--- config.mk ---
export PLATFORM = sky130hd
export DESIGN_NAME = instruction_prefetch_queue
export DESIGN_NICKNAME = d
export VERILOG_FILES = /design/src/rtl/instruction_prefetch_queue.sv
export SDC_FILE = /design/constraint.sdc
export NUM_CORES = 1
export LEC_CHECK = 0
export ABC_AREA = 0
export CAP_MARGIN = 20
export CELL_PAD_IN_SITES_DETAIL_PLACEMENT = 0
export CELL_PAD_IN_SITES_GLOBAL_PLACEMENT = 1
export CORE_AREA = 3 3 230 232
export CTS_CLUSTER_DIAMETER = 40
export DETAILED_ROUTE_END_ITERATION = 12
export DIE_AREA = 0 0 233 235
export GPL_TIMING_DRIVEN = 0
export PLACE_DENSITY_LB_ADDON = 0.1
export SYNTH_ARGS = -nofsm -noshare
export SYNTH_HDL_FRONTEND = slang
export SYNTH_SLANG_ARGS = --single-unit
--- constraint.sdc ---
create_clock -name CLK -period 5.25 [get_ports CLK]
set_input_delay 1.3125 -clock CLK [delete_from_list [all_inputs] [get_ports CLK]]
set_output_delay 1.3125 -clock CLK [all_outputs]
set_load 0.01 [all_outputs]
--- src/rtl/instruction_prefetch_queue.sv ---
// Fetch-stage front end: issues sequential 4-byte fetches, buffers {pc, instr} pairs in a FIFO,
// and flushes/discards in-flight responses on a branch redirect.
module instruction_prefetch_queue #(
  parameter int DEPTH = 4
) (
  input  logic        CLK,
  input  logic        resetl,
  input  logic [63:0] startpc,
  output logic        imem_req,
  output logic [63:0] imem_addr,
  input  logic        imem_ready,
  input  logic        imem_rvalid,
  input  logic [31:0] imem_rdata,
  input  logic        redirect_valid,
  input  logic [63:0] redirect_pc,
  output logic        id_valid,
  input  logic        id_ready,
  output logic [63:0] id_pc,
  output logic [31:0] id_instr
);

  localparam int CW = $clog2(DEPTH + 1);
  localparam int PW = $clog2(DEPTH);

  logic [63:0]   fetch_pc;
  logic [63:0]   resp_pc;
  logic [63:0]   pc_mem    [DEPTH];
  logic [31:0]   instr_mem [DEPTH];
  logic [PW-1:0] rd_ptr;
  logic [PW-1:0] wr_ptr;
  logic [CW-1:0] count;
  logic [CW-1:0] outstanding;
  logic [CW-1:0] drop;

  logic [CW:0]   credit_sum;
  logic          issue;
  logic          resp_acc;
  logic          push;
  logic          pop;
  logic [63:0]   start_aligned;
  logic [63:0]   redirect_aligned;

  assign start_aligned    = {startpc[63:2], 2'b00};
  assign redirect_aligned = {redirect_pc[63:2], 2'b00};

  // Credits cover both buffered entries and fetches still in flight, so a push never overflows.
  assign credit_sum = {1'b0, count} + {1'b0, outstanding};
  assign imem_req   = resetl && !redirect_valid && (credit_sum < (CW+1)'(DEPTH));
  assign imem_addr  = resetl ? fetch_pc : start_aligned;
  assign issue      = imem_req && imem_ready;

  // rvalid with nothing outstanding is ignored rather than corrupting the counters.
  assign resp_acc = resetl && imem_rvalid && (outstanding != '0);
  assign push     = resp_acc && (drop == '0) && !redirect_valid;

  assign id_valid = resetl && (count != '0);
  assign pop      = id_valid && id_ready;
  assign id_pc    = pc_mem[rd_ptr];
  assign id_instr = instr_mem[rd_ptr];

  always_ff @(posedge CLK) begin
    if (!resetl) begin
      fetch_pc    <= start_aligned;
      resp_pc     <= start_aligned;
      rd_ptr      <= '0;
      wr_ptr      <= '0;
      count       <= '0;
      outstanding <= '0;
      drop        <= '0;
    end else begin
      outstanding <= outstanding + CW'(issue) - CW'(resp_acc);
      if (redirect_valid) begin
        // Every fetch still in flight belongs to the abandoned path.
        fetch_pc <= redirect_aligned;
        resp_pc  <= redirect_aligned;
        rd_ptr   <= '0;
        wr_ptr   <= '0;
        count    <= '0;
        drop     <= outstanding - CW'(resp_acc) + CW'(issue);
      end else begin
        if (issue)
          fetch_pc <= fetch_pc + 64'd4;
        if (resp_acc) begin
          if (drop != '0)
            drop <= drop - CW'(1);
          else
            resp_pc <= resp_pc + 64'd4;
        end
        if (push)
          wr_ptr <= wr_ptr + PW'(1);
        if (pop)
          rd_ptr <= rd_ptr + PW'(1);
        count <= count + CW'(push) - CW'(pop);
      end
    end
  end

  always_ff @(posedge CLK) begin
    if (push) begin
      pc_mem[wr_ptr]    <= resp_pc;
      instr_mem[wr_ptr] <= imem_rdata;
    end
  end

endmodule

==> reports/summary.txt <==
Cells after DPL: 2,568
Mean Syn Cell Area: 14.74 um^2
Wire per inst: 24.84 um
Fin crit period: 5.176 ns
Clk pwr share: 45.7%
GR Overflow Total: 0
Net switching power: 2.735 mW
LEAKAGE: 9.973 nW
Layout area overhead: 30.69%
Worst-Margin Slew: 1.159 ns
Vias per Instance: 5.660
Worst Hold Class: reg -> reg
TritonCTS Buffers: 78
Fmax: 0.1932 GHz
Pint: 8.503 mW
Chip height: 235 um
Reg2reg setup slack: 1.06 ns
Mapped Cells: 1,555
CTS H-Tree Depth: 3
Power per cell area: 375.3 nW/um^2
Max_cap viols: 0
Initial antenna violation count: 2
Detailed Routing Iterations Pass 1: 7
Most used cell, CP: nand2_1
Residual DRC: 0
Final instance area: 29,950 um^2
DRT antenna net count: 0
Worst path cell trace: dlygate4sd2_1 -> clkbuf_4 -> clkbuf_2 -> buf_2 -> nand2_1 -> nand2_1 -> clkdlybuf4s50_1
Most Used Layer, Global Route: met2
FF+latch count, synth: 515
Cell taking the most area after synthesis: edfxtp_1
Final Max Tran Viols: 0
Sw Share: 24.34%
R2r endpoint: resp_pc[58]$_DFFE_PP_
Count of cell types in the netlist: 52
Post-synth top flop: edfxtp_1
Main area contributors after synthesis: edfxtp_1 66%, mux4_2 9.2%, xnor2_1 3.4%, o21ai_0 2.8%, nand2_1 2.1%
Pin count of the biggest net entering global routing: 56
Worst path required time: 3.94 ns
Post-synth top area share: 65.53%
Yosys warning count: 0
Most frequent cells in the layout: 500 x edfxtp_1, 318 x clkdlybuf4s50_1, 129 x nand2_1, 129 x o21ai_0, 94 x mux4_2
Met1 usage: 34.40%
Total of fill cells in the finished design: 4,109
Crit. End Element: primary output
GP Congestion: 0.8684
Max FO, Critical Path: 10
VDD IR max: 0.0002826 V
CTS clk-pin slew, worst paths: 0.05 ns
Asr flop ratio synth: 0%
Relative slew slack: 22.44%
Sequential share of the synthesized area: 66.84%
Hold EP: rd_ptr[1]$_SDFFE_PP0P_
Final instance count without filler cells: 2,716
Setup TNS: 0 ns
Register-to-Register Path Depth: 8
Pwr Total: 11.24 mW
Status: finished, final reports clean
Placed Area: 27,240 um^2
Gr usage total: 24.65%
Vias in the first global route: 15,750
Core region area: 51,200 um^2
DP HPWL: 47,110 um
Global-route wire length before repair: 99,970 um
Row count: 83
CTS tree: built
Root buffer cell: clkbuf_16
Nets: 2,151
Commonest non-fill, non-tap cell in the layout: edfxtp_1
WHS Path Cells: 2
Hold Vio Cnt, Final: 0
CP startpoint kind: input pin
Logic pwr share: 9.3%
PortBufs: 319
Initial drt markers: 1,403
Crit path buf inv count: 5
Critical path's slowest cell: clkdlybuf4s50_1
FF-to-FF Start: resp_pc[2]$_DFFE_PP_
Cell family with most CP delay: buffers and inverters
Max incr delay on CP: 0.56 ns
Hold_sp: rd_ptr[1]$_SDFFE_PP0P_
GR Util met2: 38.78%
EDFF count, synth: 500
Share of cells above drive strength 1: 14.45%
Tcrit/Tclk final: 98.60%
Maximum buffer depth of the clock tree: 3
Critical Path AT: 3.86 ns
Met3 GRT Util: 5.044%
Final setup viols: 0
Die X: 233 um
Die area: 54,760 um^2
Post-synthesis cell area: 22,910 um^2
WL final: 67,460 um
Final core utilization: 58.49%
Ports: 328
Later-pin clock latency in the skew report: 0.61 ns
RSZ-0062 raised after global routing: false
Initial core utilization: 44.75%
# clock sinks: 515
CP Class: in -> out
Total number of vias: 15,370
Sequential power share: 45.0%
Layout Skew: 0.02206 ns
## logic make-up (layout without fill, tap and decap cells)
kind of cell	count (synthesis)	after routing	share of synthesized area, %
xor gates and xnor gates	117	117	4.472
other	1	6	0.01637
AOI/OAI and AO/OA	258	258	6.225
DFF	515	515	66.84
and+or+nand+nor	439	439	9.867
muxes	104	104	9.731
buffers and inverters	105	581	1.911
adders and majority gates	16	16	0.9392
## routing by layer
metal	share of wire (%)	vias to the layer above
met5	0	-
met4	3.0	0
met3	7.0	125
met2	48	593
met1	42	7793
li1	-	6862
## metrics by stage
step,worst slack [ns],hold WS (ns)
floorplan,0.7939,0.4847
global placement,-2.419,0.5111
detailed placement,-1.184,0.5436
CTS,0.009090,0.5558
global route,0.0009859,0.5921
finish,0.07363,0.5565
## layout make-up
class / instances / area [um^2] / share of cell area [%]
sequential: 515 / 15310 / 51.14
antenna: 2 / 5.005 / 0.01671
multi-input combinational: 938 / 7203 / 24.05
tap: 680 / 850.8 / 2.841
buffer: 75 / 360.3 / 1.203
timing repair buffer: 331 / 3455 / 11.54
clock inverter: 54 / 526.8 / 1.759
inverter: 30 / 112.6 / 0.3760
clock buffer: 91 / 2117 / 7.070
## cells in the mapped netlist (2+ instances only)
| master | n |
|---|---|
| a21boi_0 | 4 |
| a21o_1 | 31 |
| a21oi_1 | 58 |
| a31o_2 | 2 |
| a31oi_1 | 3 |
| and2_1 | 9 |
| and3_1 | 14 |
| and4_1 | 7 |
| buf_1 | 19 |
| buf_2 | 2 |
| buf_4 | 4 |
| buf_6 | 2 |
| clkbuf_1 | 47 |
| dfxtp_1 | 15 |
| edfxtp_1 | 500 |
| fa_1 | 2 |
| ha_1 | 14 |
| inv_1 | 30 |
| mux2_2 | 10 |
| mux4_2 | 94 |
| nand2_1 | 131 |
| nand2b_1 | 2 |
| nand3_1 | 45 |
| nand4_1 | 30 |
| nor2_1 | 78 |
| nor2b_1 | 31 |
| nor3_1 | 35 |
| nor3_2 | 4 |
| nor3b_1 | 3 |
| nor4_1 | 28 |
| nor4_2 | 3 |
| nor4_4 | 4 |
| o21a_1 | 4 |
| o21ai_0 | 129 |
| o21ai_1 | 16 |
| o22ai_1 | 5 |
| o31a_1 | 2 |
| or3_1 | 5 |
| or4_1 | 4 |
| or4_4 | 2 |
| xnor2_1 | 88 |
| xor2_1 | 29 |
## worst max-delay path by stage
stage / start / to / slack [ns] / cells past startpoint
2_1_floorplan: imem_rvalid / instr_mem[0][0]$_DFFE_PP_ / 0.79 / 4
3_3_place_gp: resetl / instr_mem[0][11]$_DFFE_PP_ / -2.42 / 5
3_5_place_dp: resetl / imem_addr[5] / -1.18 / 7
4_1_cts: flop / id_pc[50] / 0.009 / 6
5_1_grt: flop / id_pc[58] / 0.001 / 6
6_report: resetl / imem_addr[30] / 0.07 / 7
## flip-flops by register name (all words and copies together) (netlist names), named ones only
signal / cells
count: 3
drop: 3
fetch_pc: 62
instr_mem: 128
outstanding: 3
pc_mem: 248
rd_ptr: 2
resp_pc: 62
wr_ptr: 2
## repair_timing
item                                    in CTS  in global routing
endpoints found under the setup margin      63                  7
setup buffers                                0                  0
gates resized for setup                     17                  4
pin swaps                                    0                  0
hold buffers                                 0                  0
## worst min-delay path, delay by kind of cell (launching register included)
kind / cells / cell delay (ns)
xor+xnor: 1 / 0.07
flops: 1 / 0.32
simple gates: 1 / 0.12
## power groups by stage
stage | Combinational [mW] | Clock, mW | Sequential [mW]
after floorplan | 0.521 | 0 | 5.04
after global placement | 1.02 | 0 | 5.14
after detailed placement | 1.04 | 0 | 5.13
after CTS | 1.05 | 5.23 | 5.05
after global routing | 1.14 | 5.42 | 5.08
final | 1.05 | 5.14 | 5.05
(Power assumes the default switching activity.)
